$ cat src/rtl/pc_fetch_unit.sv
// Purpose : architectural PC register and single-outstanding instruction fetch sequencer.
// Latency : 3 cycles minimum per instruction (request accepted, data returned, ack in first hold cycle).
// Backpressure: request held stable until i_imem_ready; i_stall gates new fetches only from idle/ack.
//
// Ports:
//   i_clk, i_rst          clock (rising edge), asynchronous active-high reset
//   i_stall               hold off starting a new fetch
//   i_nextpc, i_pcsrc     branch/jump target and select, sampled with i_instr_ack
//   i_instr_ack           consumer executed o_instr this cycle
//   o_instr, o_instr_valid buffered instruction and its valid flag
//   o_pc, o_pc_plus4      PC of the buffered/current instruction and PC+4
//   o_imem_req/addr       fetch request; address is always o_pc
//   i_imem_ready          memory accepts the request this cycle
//   i_imem_rvalid/rdata   read response
//   o_retired             count of acknowledged instructions (wraps)
//   o_misalign            sticky flag: a taken target had nonzero low bits
module pc_fetch_unit #(
    parameter logic [31:0] RESET_PC = 32'h0000_0000,
    parameter int unsigned CNT_W    = 16
) (
    input  logic             i_clk,
    input  logic             i_rst,
    input  logic             i_stall,
    input  logic [31:0]      i_nextpc,
    input  logic             i_pcsrc,
    input  logic             i_instr_ack,
    output logic [31:0]      o_instr,
    output logic             o_instr_valid,
    output logic [31:0]      o_pc,
    output logic [31:0]      o_pc_plus4,
    output logic             o_imem_req,
    output logic [31:0]      o_imem_addr,
    input  logic             i_imem_ready,
    input  logic             i_imem_rvalid,
    input  logic [31:0]      i_imem_rdata,
    output logic [CNT_W-1:0] o_retired,
    output logic             o_misalign
);

    typedef enum logic [1:0] {
        S_IDLE,
        S_REQ,
        S_WAIT,
        S_HOLD
    } state_t;

    state_t      state_q;
    state_t      state_d;
    logic        capture;
    logic        ack_take;
    logic [31:0] pc_next;

    assign o_pc_plus4  = o_pc + 32'd4;
    assign o_imem_addr = o_pc;

    // Low two bits of a taken target are dropped; the misalign flag records that it happened.
    assign pc_next = i_pcsrc ? {i_nextpc[31:2], 2'b00} : o_pc_plus4;

    always_comb begin
        state_d  = state_q;
        capture  = 1'b0;
        ack_take = 1'b0;
        case (state_q)
            S_IDLE: begin
                if (!i_stall) state_d = S_REQ;
            end
            S_REQ: begin
                // Once raised, the request is never withdrawn, so stall is not looked at here.
                if (i_imem_ready) state_d = S_WAIT;
            end
            S_WAIT: begin
                if (i_imem_rvalid) begin
                    capture = 1'b1;
                    state_d = S_HOLD;
                end
            end
            S_HOLD: begin
                if (i_instr_ack && o_instr_valid) begin
                    ack_take = 1'b1;
                    state_d  = i_stall ? S_IDLE : S_REQ;
                end
            end
            default: state_d = S_IDLE;
        endcase
    end

    always_ff @(posedge i_clk or posedge i_rst) begin
        if (i_rst) begin
            state_q       <= S_IDLE;
            o_pc          <= RESET_PC;
            o_imem_req    <= 1'b0;
            o_instr       <= 32'h0000_0000;
            o_instr_valid <= 1'b0;
            o_retired     <= '0;
            o_misalign    <= 1'b0;
        end else begin
            state_q    <= state_d;
            // Registered request: high exactly while the FSM sits in S_REQ.
            o_imem_req <= (state_d == S_REQ);
            if (capture) begin
                o_instr       <= i_imem_rdata;
                o_instr_valid <= 1'b1;
            end
            if (ack_take) begin
                o_instr_valid <= 1'b0;
                o_pc          <= pc_next;
                o_retired     <= o_retired + CNT_W'(1);
                if (i_pcsrc && (i_nextpc[1:0] != 2'b00)) o_misalign <= 1'b1;
            end
        end
    end

endmodule

$ cat config.mk
export PLATFORM = sky130hd
export DESIGN_NAME = pc_fetch_unit
export DESIGN_NICKNAME = d
export VERILOG_FILES = /design/src/rtl/pc_fetch_unit.sv
export SDC_FILE = /design/constraint.sdc
export NUM_CORES = 1
export LEC_CHECK = 0
export ABC_AREA = 1
export ABC_CLOCK_PERIOD_IN_PS = 2300
export CAP_MARGIN = 20
export CORE_AREA = 2 2 120 122
export CTS_CLUSTER_DIAMETER = 150
export CTS_CLUSTER_SIZE = 25
export DETAILED_ROUTE_END_ITERATION = 7
export DIE_AREA = 0 0 122 124
export PLACE_DENSITY = 0.71
export SETUP_SLACK_MARGIN = 0.05
export SYNTH_ARGS = -nofsm -noshare
export SYNTH_HDL_FRONTEND = slang
export SYNTH_SLANG_ARGS = --single-unit
$ cat constraint.sdc
create_clock -name i_clk -period 2.3 [get_ports i_clk]
set_input_delay 0.345 -clock i_clk [delete_from_list [all_inputs] [get_ports i_clk]]
set_output_delay 0.345 -clock i_clk [all_outputs]
set_load 0.005 [all_outputs]
Word-level counts from Yosys, hierarchy flattened. Cells that the tools add are included.

Bits in registers: 85. Output and inout port bits: 147.

$add $sub $neg: 2. Equality and inequality tests: 4. Muxes and demuxes: 13. Reduce and logical (&&, ||, !) cells: 6.

Operators with widths (number): $add A32 B3 Y32 const B (1); $mux W32 (1); $add A16 B1 Y16 const B (1); $mux W2 (4); $pmux W2 S4 (1); $mux W1 (7); $eq A2 B1 Y1 const B (2); $eq A2 B2 Y1 const B (2); $reduce_bool A2 Y1 (2); $logic_and A1 B1 Y1 (2); $logic_not A2 Y1 (1); $reduce_and A2 Y1 (1).

Depth between registers and ports, before layout.
Word-level depth: 4. Mapped depth: 10. Depth with buffers taken out: 10.

Least setup slack after synthesis. No wires, ideal clock.

Kind: register -> output. From: register o_pc[3] (netlist: o_imem_addr[3]). To: output o_pc_plus4[18]. Arrival: 1.367 ns. Path slack: 0.588 ns. Stages on the path, launching flop included: 8. Path buffers: 0. Cell sequence: dfrtp_1 > ha_1 > nand2_1 > nor2_1 > nand2_2 > nor2_4 > nand2_1 > and2_1.

Cells in the longest elaborated chain, start to end: 1.

Ends and longest elaborated chain: start, declared (line 29) `output logic [31:0] o_pc,`; start signal, assigned (line 106) `o_pc <= pc_next;`; $add A32 B3 Y32 (line 53) `assign o_pc_plus4 = o_pc + 32'd4;`; end, declared (line 30) `output logic [31:0] o_pc_plus4,`.

No other way between the ends.

Worst setup path after layout.
From: register o_pc[2] (netlist: o_imem_addr[2]). To: output o_pc_plus4[26].

The elaborated chain is that of the path after synthesis.

==> results.cfg <==
[critical_path]
cp_data_arrival_time_ns = 1.91
cp_common_cell = nand2_1
worstSetupStartpointType = register
crit_chain = ha_2 > nand2_2 > nor2_4 > buf_6 > nand2_8 > nor2_4 > buf_6 > nand2_1 > nand2_1 > nand2_1 > buf_2
critPathRequiredTime_ns = 1.96
slowest_delay_ns = 0.39
cp_max_fo = 4
crit_slowest_cell = dfrtp_1
path_class = register to output pin
setup.worst_path.end_class = output pin

[grt]
antenna_found_initial = 0
grt-ovfl-total = 0
grt_pass1_vias = 4523
grt.total_usage_pct = 19.1
grt_max_degree = 48
grt_pass1_wl_mm = 22.6

[pwr]
leakagePower_uw = 0.00352
power_density_nw_per_um2 = 1200
total_power_uw = 9320
irDropWorstVdd_v = 0.000641

[routing]
top_layer_used = met4
dr_wl_met3_mm = 1.17
wl_mm = 14.7
drt-pass1-iter-count = 4
viasPerCell = 4.67
drtAntennaViolNets = 0
via_count = 4695
wl_met1_mm = 5.99
wl_per_cell_um = 14.6
route.detailed.drc = 0
drtIter0Drc = 180
met2_length_mm = 7.21

[sta]
report.final.slew_viol_count = 0
grt_setup_unrepaired = yes
fmax_mhz = 443
period_minus_slack_ns = 2.26
finClkSkew_ns = 0.00855
tightest_slew_ns = 0.526
final.period_utilization_pct = 98.2
worst_slack_ns = 0.0421
setup_viol = 0
slew_headroom_pct = 64.9
finalHoldViolations = 0
setup_tns_ns = 0

[floorplanning]
dieArea_um2 = 15100
coreArea_um2 = 13700
die_w_um = 122
num_io_pins = 218
rows = 43
start_util_pct = 34.6
die_y_um = 124

[cts]
cts_buffers = 9
clock_latency_ns = 0.34
clk_pin_slew_ns = 0.07
htree_levels = 3
cts_buffer_depth = 2
cts_hold_buffers = 0
tritoncts = yes
cts.sinks = 83
cts-root-buf = clkbuf_16

[final_layout]
area_growth_pct = 63.1
fin_cells = 1005
num_antenna_cells = 0
nFillCells = 1243
final_nets = 893
drive_above_1_share_pct = 22.1
seqCellArea_um2 = 2090
multi_input_area_um2 = 2450

[yosys]
ys.flop_type = dfrtp_1
syn_avg_cell_area_um2 = 8.03
synth_top_area_share_pct = 43.7
synth_cells = 591
ys_ff_latch = 83
yosys-top-cells-area = dfrtp_1, nand2_1, mux2_2
synthArstFlopShare_pct = 100
syn_area_um2 = 4750
synth_edf_count = 0
synth_cell_types = 31
synth_top_cell_by_area = dfrtp_1
synth_commonest_cells = nand2_1, dfrtp_1, nor2_1, inv_1, buf_4
synth.most_common_cell = nand2_1
ys_seq_area_share_pct = 43.7
synth_warnings = 0

[placed_design]
dp_cells = 957
portBuffers = 211
gp_congestion = 0.810
dp_slack_ns = -0.0113
dp_hpwl_mm = 10.6

[flow_run]
drv_cap = 0

[status]
outcome = finished clean

[worst_hold_path]
hold_class = primary input to async pin
==> final timing paths <==
kind                                      from              end  slack, ns  depth (start not counted)
min in group i_clk                  o_misalign       o_misalign       0.48                          1
worst max register to register  o_imem_addr[2]  o_imem_addr[26]       0.49                         13
max in group asynchronous                i_rst     o_retired[0]       1.33                          3
worst min-delay path                     i_rst      o_instr[14]       0.40                          2
worst min register to register      o_misalign       o_misalign       0.48                          1
worst max-delay path            o_imem_addr[2]   o_pc_plus4[26]       0.04                         11
==> per-stage QoR <==
stage	cell area (um^2)	hold slack (ns)	util [%]
after detailed placement	6990	0.462	50.9
after global routing	7750	0.448	56.5
after floorplan	4770	0.468	-
after global placement	6990	0.462	50.9
after CTS	7460	0.411	54.3
final	7750	0.401	56.5
==> where the power goes <==
part | internal (uW) | switching [uW]
registers | 2100 | 631
clock network | 737 | 632
logic | 3080 | 2140
total | 5920 | 3410
==> layer usage <==
layer  up-vias  track usage [%]
met5         -                0
met4         0             7.33
met3        22             5.68
met2       169             32.9
met1      2201             22.5
li1       2303                -
==> state kept, by name (all words and copies together), names as in the netlist <==
| signal | count |
|---|---|
| o_retired | 16 |
| state_q | 2 |
| o_instr_valid | 1 |
| o_imem_addr | 30 |
| o_instr | 32 |
| o_imem_req | 1 |
| o_misalign | 1 |
==> cell usage in the layout, fill, tap and decap left out, drive strengths merged, types with 3 or more instances in the layout <==
cell type	count
a21oi	26
a22oi	5
and2	4
buf	60
clkbuf	16
clkdlybuf4s15	3
clkdlybuf4s50	184
clkinv	3
clkinvlp	3
conb	6
dfrtp	83
dlygate4sd2	7
dlymetal6s2s	4
inv	38
mux2	32
nand2	178
nand3	26
nand3b	12
nand4	5
nor2	87
nor3	4
o21ai	12
xnor2	6
xor2	13
==> worst max-delay path: cells and delay by family (launching register included) <==
kind	cells	cell delay [ns]
fa+ha+maj	1	0.20
flops	1	0.39
buf+inv	3	0.37
simple gates	7	0.60
==> repair_timing <==
item,in CTS,in global routing
pin swaps,21,23
gates resized for setup,83,62
setup buffers,13,19
setup endpoints to repair,26,24
==> cell families after synthesis <==
family	count (synthesis)	share of synthesized area, %
compound gates	48	5.56
xor+xnor	19	3.50
fa+ha+maj	2	0.527
buf+inv	89	10.0
flops	83	43.7
mux	32	7.59
other cells	1	0.0790
simple gates	317	29.0
==> cell type report <==
class	count	area share, %
Sequential cell	83	27.0
Inverter	37	1.87
Timing Repair Buffer	265	33.1
Clock inverter	7	0.662
Tap cell	180	2.91
Clock buffer	9	2.91
Multi-Input combinational cell	424	31.6
Note: power is estimated with default switching activity, not from simulation.
